[config.mk]
export PLATFORM = sky130hd
export DESIGN_NAME = tmr_fault_monitor_flat
export DESIGN_NICKNAME = d
export VERILOG_FILES = /design/src/rtl/tmr_fault_monitor_if.sv /design/src/rtl/tmr_fault_monitor.sv /design/src/flat_wrapper.sv
export SDC_FILE = /design/constraint.sdc
export NUM_CORES = 1
export LEC_CHECK = 0
export ABC_AREA = 1
export CAP_MARGIN = 20
export CORE_UTILIZATION = 30
export CTS_BUF_LIST = sky130_fd_sc_hd__clkbuf_8
export DETAILED_ROUTE_END_ITERATION = 16
export SETUP_SLACK_MARGIN = 0.3
export SLEW_MARGIN = 20
export SYNTH_ARGS = -nofsm -noshare
export SYNTH_HDL_FRONTEND = slang
export SYNTH_SLANG_ARGS = --single-unit
[constraint.sdc]
create_clock -name clk -period 3.5 [get_ports clk]
set_input_delay 0.7 -clock clk [delete_from_list [all_inputs] [get_ports clk]]
set_output_delay 0.7 -clock clk [all_outputs]
set_load 0.01 [all_outputs]
[src/rtl/tmr_fault_monitor_if.sv]
// tmr_fault_monitor_if
//   Event stream from the TMR fault monitor to its consumer.
//   master (monitor): drives evt_valid, evt_data, evt_overflow; samples evt_ready
//   slave (consumer): samples evt_valid, evt_data, evt_overflow; drives evt_ready
//   evt_data layout: {mask[2:0], multi_fault, voted_q[WIDTH-1:0]}
interface tmr_fault_monitor_if #(
  parameter int WIDTH = 4
);
  logic             evt_valid;
  logic             evt_ready;
  logic [WIDTH+3:0] evt_data;
  logic             evt_overflow;

  modport master (output evt_valid, output evt_data, output evt_overflow, input evt_ready);
  modport slave  (input evt_valid, input evt_data, input evt_overflow, output evt_ready);
endinterface

[src/rtl/tmr_fault_monitor.sv]
// tmr_fault_monitor
//   Passive observer of a triple-redundant counter stage. On each sampled
//   cycle it compares the three replicas with the voted value, keeps
//   saturating per-replica mismatch counts, classifies each replica
//   (OK / SUSPECT / STUCK) and logs mismatch events into a small FIFO.
//
//   Build option: define TMR_MON_EVENT_LOG_EN to build the event FIFO.
//   Without it the event outputs are tied to 0 and evt_ready is ignored.
//
//   Ports
//     clk, rst            clock, synchronous active-high reset
//     sample              qualifies q_1..q_3 / voted_q this cycle
//     q_1, q_2, q_3       replica outputs
//     voted_q             voter output
//     clr_stats           clears counters, replica states, stuck, overflow
//     err_cnt_1..3        saturating mismatch counts per replica
//     stuck               bit i-1 set while replica i is STUCK
//     multi_fault         all three replicas differed at the previous sample
//     evt                 event stream (master modport)
//
//   Replica state | meaning
//   --------------+-------------------------------------------------
//   ST_OK         | no mismatch on the most recent sample
//   ST_SUSPECT    | 1..PERSIST-1 consecutive mismatching samples
//   ST_STUCK      | PERSIST consecutive mismatches; held until clear
module tmr_fault_monitor #(
  parameter int WIDTH      = 4,
  parameter int CNT_WIDTH  = 8,
  parameter int PERSIST    = 3,
  parameter int FIFO_DEPTH = 4
) (
  input  logic                 clk,
  input  logic                 rst,
  input  logic                 sample,
  input  logic [WIDTH-1:0]     q_1,
  input  logic [WIDTH-1:0]     q_2,
  input  logic [WIDTH-1:0]     q_3,
  input  logic [WIDTH-1:0]     voted_q,
  input  logic                 clr_stats,
  output logic [CNT_WIDTH-1:0] err_cnt_1,
  output logic [CNT_WIDTH-1:0] err_cnt_2,
  output logic [CNT_WIDTH-1:0] err_cnt_3,
  output logic [2:0]           stuck,
  output logic                 multi_fault,
  tmr_fault_monitor_if.master  evt
);

  typedef enum logic [1:0] {
    ST_OK      = 2'd0,
    ST_SUSPECT = 2'd1,
    ST_STUCK   = 2'd2
  } rep_state_t;

  localparam logic [3:0]           PERSIST_4 = 4'(PERSIST);
  localparam logic [CNT_WIDTH-1:0] CNT_MAX   = '1;

  logic [2:0] mis;
  logic       mf_now;
  logic       take;

  assign mis[0] = (q_1 != voted_q);
  assign mis[1] = (q_2 != voted_q);
  assign mis[2] = (q_3 != voted_q);
  assign mf_now = (q_1 != q_2) && (q_1 != q_3) && (q_2 != q_3);
  // A sample coinciding with clr_stats is discarded entirely.
  assign take   = sample && !clr_stats;

  rep_state_t           state [3];
  // Down-counter of mismatches still needed before STUCK; STUCK on terminal count.
  logic [3:0]           left  [3];
  logic [CNT_WIDTH-1:0] cnt   [3];

  always_ff @(posedge clk) begin
    if (rst || clr_stats) begin
      for (int i = 0; i < 3; i++) begin
        state[i] <= ST_OK;
        left[i]  <= '0;
        cnt[i]   <= '0;
        stuck[i] <= 1'b0;
      end
    end else if (sample) begin
      for (int i = 0; i < 3; i++) begin
        if (mis[i] && (cnt[i] != CNT_MAX)) begin
          cnt[i] <= cnt[i] + 1'b1;
        end
        case (state[i])
          ST_OK: begin
            if (mis[i]) begin
              if (PERSIST_4 == 4'd1) begin
                state[i] <= ST_STUCK;
                stuck[i] <= 1'b1;
                left[i]  <= '0;
              end else begin
                state[i] <= ST_SUSPECT;
                left[i]  <= PERSIST_4 - 4'd1;
              end
            end
          end
          ST_SUSPECT: begin
            if (mis[i]) begin
              left[i] <= left[i] - 4'd1;
              if (left[i] == 4'd1) begin
                state[i] <= ST_STUCK;
                stuck[i] <= 1'b1;
              end
            end else begin
              state[i] <= ST_OK;
              left[i]  <= '0;
            end
          end
          default: ;
        endcase
      end
    end
  end

  always_ff @(posedge clk) begin
    if (rst) multi_fault <= 1'b0;
    else     multi_fault <= take && mf_now;
  end

  assign err_cnt_1 = cnt[0];
  assign err_cnt_2 = cnt[1];
  assign err_cnt_3 = cnt[2];

`ifdef TMR_MON_EVENT_LOG_EN
  localparam int AW = $clog2(FIFO_DEPTH);

  logic [WIDTH+3:0] mem [FIFO_DEPTH];
  logic [AW:0]      wr_ptr, rd_ptr, wr_ptr_nxt, rd_ptr_nxt;
  logic             full, push_req, pop, push;

  // Extra pointer bit separates full from empty when the indexes match.
  assign full       = (wr_ptr[AW] != rd_ptr[AW]) && (wr_ptr[AW-1:0] == rd_ptr[AW-1:0]);
  assign push_req   = take && (|mis);
  assign pop        = evt.evt_valid && evt.evt_ready;
  // A pop in the same cycle frees the slot, so a full FIFO can still accept.
  assign push       = push_req && (!full || pop);
  assign wr_ptr_nxt = wr_ptr + {{AW{1'b0}}, push};
  assign rd_ptr_nxt = rd_ptr + {{AW{1'b0}}, pop};

  always_ff @(posedge clk) begin
    if (rst) begin
      wr_ptr           <= '0;
      rd_ptr           <= '0;
      evt.evt_valid    <= 1'b0;
      evt.evt_overflow <= 1'b0;
    end else begin
      wr_ptr        <= wr_ptr_nxt;
      rd_ptr        <= rd_ptr_nxt;
      evt.evt_valid <= (wr_ptr_nxt != rd_ptr_nxt);
      if (clr_stats) begin
        evt.evt_overflow <= 1'b0;
      end else if (push_req && full && !pop) begin
        evt.evt_overflow <= 1'b1;
      end
    end
  end

  always_ff @(posedge clk) begin
    if (push) begin
      mem[wr_ptr[AW-1:0]] <= {mis[2], mis[1], mis[0], mf_now, voted_q};
    end
  end

  // Storage is not reset; gate the head so evt_data reads 0 while empty.
  assign evt.evt_data = evt.evt_valid ? mem[rd_ptr[AW-1:0]] : '0;
`else
  logic unused_evt_ready;
  assign unused_evt_ready = evt.evt_ready;
  assign evt.evt_valid    = 1'b0;
  assign evt.evt_data     = '0;
  assign evt.evt_overflow = 1'b0;
`endif

endmodule

[src/flat_wrapper.sv]
// flat-port wrapper written by rule: the top's interface ports become plain ports
module tmr_fault_monitor_flat 
#(
  parameter int WIDTH      = 4,
  parameter int CNT_WIDTH  = 8,
  parameter int PERSIST    = 3,
  parameter int FIFO_DEPTH = 4
)
  (clk, rst, sample, q_1, q_2, q_3, voted_q, clr_stats, err_cnt_1, err_cnt_2, err_cnt_3, stuck, multi_fault, evt_evt_valid, evt_evt_data, evt_evt_overflow, evt_evt_ready);
  tmr_fault_monitor_if #(.WIDTH(WIDTH)) evt_i ();
  input  logic clk;
  input  logic rst;
  input  logic sample;
  input  logic [WIDTH-1:0] q_1;
  input  logic [WIDTH-1:0] q_2;
  input  logic [WIDTH-1:0] q_3;
  input  logic [WIDTH-1:0] voted_q;
  input  logic clr_stats;
  output logic [CNT_WIDTH-1:0] err_cnt_1;
  output logic [CNT_WIDTH-1:0] err_cnt_2;
  output logic [CNT_WIDTH-1:0] err_cnt_3;
  output logic [2:0] stuck;
  output logic multi_fault;
  output wire logic [$bits(evt_i.evt_valid)-1:0] evt_evt_valid;
  output wire logic [$bits(evt_i.evt_data)-1:0] evt_evt_data;
  output wire logic [$bits(evt_i.evt_overflow)-1:0] evt_evt_overflow;
  input wire logic [$bits(evt_i.evt_ready)-1:0] evt_evt_ready;
  assign evt_evt_valid = evt_i.evt_valid;
  assign evt_evt_data = evt_i.evt_data;
  assign evt_evt_overflow = evt_i.evt_overflow;
  assign evt_i.evt_ready = evt_evt_ready;
  tmr_fault_monitor #(.WIDTH(WIDTH), .CNT_WIDTH(CNT_WIDTH), .PERSIST(PERSIST), .FIFO_DEPTH(FIFO_DEPTH)) u_core (.clk(clk), .rst(rst), .sample(sample), .q_1(q_1), .q_2(q_2), .q_3(q_3), .voted_q(voted_q), .clr_stats(clr_stats), .err_cnt_1(err_cnt_1), .err_cnt_2(err_cnt_2), .err_cnt_3(err_cnt_3), .stuck(stuck), .multi_fault(multi_fault), .evt(evt_i));
endmodule
==> qor.yml <==
status:
  status: "finished with violations"
  failed_checks: "design-rule violations"
finish:
  syn2layout_area_growth_pct: 22.6
  multi_input_area_mm2: 0.00122
  regArea_mm2: 0.00133
  final_nets: 387
  final_util: 0.385
  final_cell_mix: "nand2_1, nor2_1, clkdlybuf4s50_1"
  n_antenna_cell: 0
  n_fill_cell: 881
  drive_gt1_frac: 0.0419
  final_common_cell: "nand2_1"
job:
  cap_viol_max_count: 0
timing:
  finalHoldViolations: 0
  setup_tns_ns: 0
  clock_skew_ns: 0.00970
  layout_min_cycle_time_ns: 2.46
  fin_crit_sh: 0.703
  setup_viol: 0
  rsz0062_at_grt: "false"
  slew_headroom: 0.630
  slew_violations: 0
  max_freq_mhz: 406
  worst_slew_pin_slew_ns: 0.554
setup_path:
  crit_path_start_kind: "primary input"
  critPathRequiredTime_ns: 3.54
  arrival_ns: 2.50
  critPathKind: "in2reg"
  crit_start: "q_2[1]"
  r2r_start: "u_core.cnt[0][8]"
  path_max_fanout: 24
  end_kind: "flop"
global_route:
  grtUsageTotal: 0.120
  antenna_found_initial: 0
  grt_pass1_wl_um: 9320
  overflow: 0
  grt_start_max_net_pins: 25
  first_global_vias: 2030
die:
  coreArea_mm2: 0.00881
  ios: 59
  design.die.area_mm2: 0.00960
  rows: 34
  die_y_um: 98.0
  die_width_um: 98.0
  initial_core_util: 0.314
clocking:
  clkSinkCount: 46
  cts_buffer_depth: 2
  clk_latency_ns: 0.30
  path_clk_slew_ns: 0.09
  tritoncts: "built"
  cts_buffers: 5
  cts_resized: 0
  cts-root-buf: "clkbuf_8"
  cts_setup_buffers: 0
  cts.htree.levels: 2
  holdBufCountCts: 0
detailed_routing:
  post-route-drc-count: 4
  drt_iter0_markers: 72
  wl_per_cell_um: 11.3
  drtAntennaViolNets: 0
  vias_per_cell: 4.47
  wl_um: 5270
  first_pass_iters: 10
  vias: 2085
yosys:
  synthArstFlopShare: 0
  synth_cell_types: 25
  synth_seq_area_share: 0.482
  syn_avg_cell_area_um2: 9.00
  ys.warnings.count: 0
  synth_edf_count: 41
  ys_seq_elements: 46
  syn_inst: 307
  ys.flop_type: "edfxtp_1"
  netlist_area_mm2: 0.00276
placed_design:
  port_buffers: 47
  gp_congestion: 0.843
  place_hpwl_um: 4010
pwr:
  power_density_mw_per_mm2: 375
  p_leak_uw: 0.00138
  vdd_drop_max_uv: 158
  total_power_uw: 1270
worst_hold_path:
  hold_path.class: "reg2reg"
  worstHoldStart: "u_core.stuck[1]"
[final timing paths]
path | cells after the start | slack, ns | endpoint
max | 10 | 1.04 | u_core.cnt[0][9]
min | 2 | 0.47 | u_core.stuck[1]
max reg2reg | 8 | 1.44 | u_core.cnt[0][9]
min reg2reg | 2 | 0.47 | u_core.stuck[1]
[where the power goes]
group	switching, µW	internal [µW]
sequential	40.3	650
clock	182	138
combinational	130	128
total	352	917
[metal layers]
layer  vias up  wire (µm)  track usage
met3         2        228       0.0293
li1       1063          -            -
met5         -          0            0
met2        43       2530        0.199
met4         0         34       0.0326
met1       977       2480        0.155
[layout make-up]
| class | count | area share |
|---|---|---|
| multi-input combinational | 218 | 0.359 |
| clock inverter | 3 | 0.00517 |
| tap | 108 | 0.0399 |
| clock buffer | 5 | 0.0203 |
| inverter | 39 | 0.0432 |
| sequential | 46 | 0.393 |
| timing repair buffer | 47 | 0.139 |
[cell usage after synthesis, types with 3 or more instances]
master | number | area (µm²)
nand3_1 | 20 | 100
inv_1 | 39 | 146
buf_4 | 10 | 75.1
o21ai_0 | 6 | 30.0
nand4_1 | 3 | 18.8
xnor2_1 | 25 | 219
nor2_1 | 52 | 195
ha_1 | 9 | 113
a21oi_1 | 4 | 20.0
nor3_1 | 6 | 30.0
dfxtp_1 | 5 | 100
xor2_1 | 15 | 131
nand2_1 | 54 | 203
edfxtp_1 | 41 | 1230
[stage by stage]
step | cells | instance area (µm²) | hold slack [ns] | setup slack (ns)
after detailed placement | 458 | 3300 | 0.452 | 0.686
final | 466 | 3390 | 0.466 | 1.04
after global placement | 458 | 3300 | 0.450 | 0.715
after global routing | 466 | 3390 | 0.508 | 0.801
after floorplan | 316 | 2800 | 0.493 | 1.72
after CTS | 466 | 3390 | 0.476 | 1.01
[state kept, by name, indices dropped and copies added, names as in the netlist]
name / flops
u_core.state: 6
u_core.left: 12
u_core.stuck: 3
u_core.cnt: 24
u_core.multi_fault: 1
[logic make-up after synthesis]
logic type | after synthesis | synth area share
flops | 46 | 0.482
buf+inv | 52 | 0.0897
simple gates | 147 | 0.237
fa+ha+maj | 9 | 0.0408
compound gates | 12 | 0.0226
xor+xnor | 40 | 0.127
other cells | 1 | 0.00136
[worst max-delay path: stages]
cell	delay [ns]
clkdlybuf4s50_1	0.56
inv_1	0.06
nand2_1	0.05
nand2_1	0.06
nor2_1	0.14
nand2_1	0.17
nand3_1	0.16
nand2_2	0.07
nor2_4	0.44
nor2_1	0.09
No activity file was read; power rests on OpenSTA's default activity.
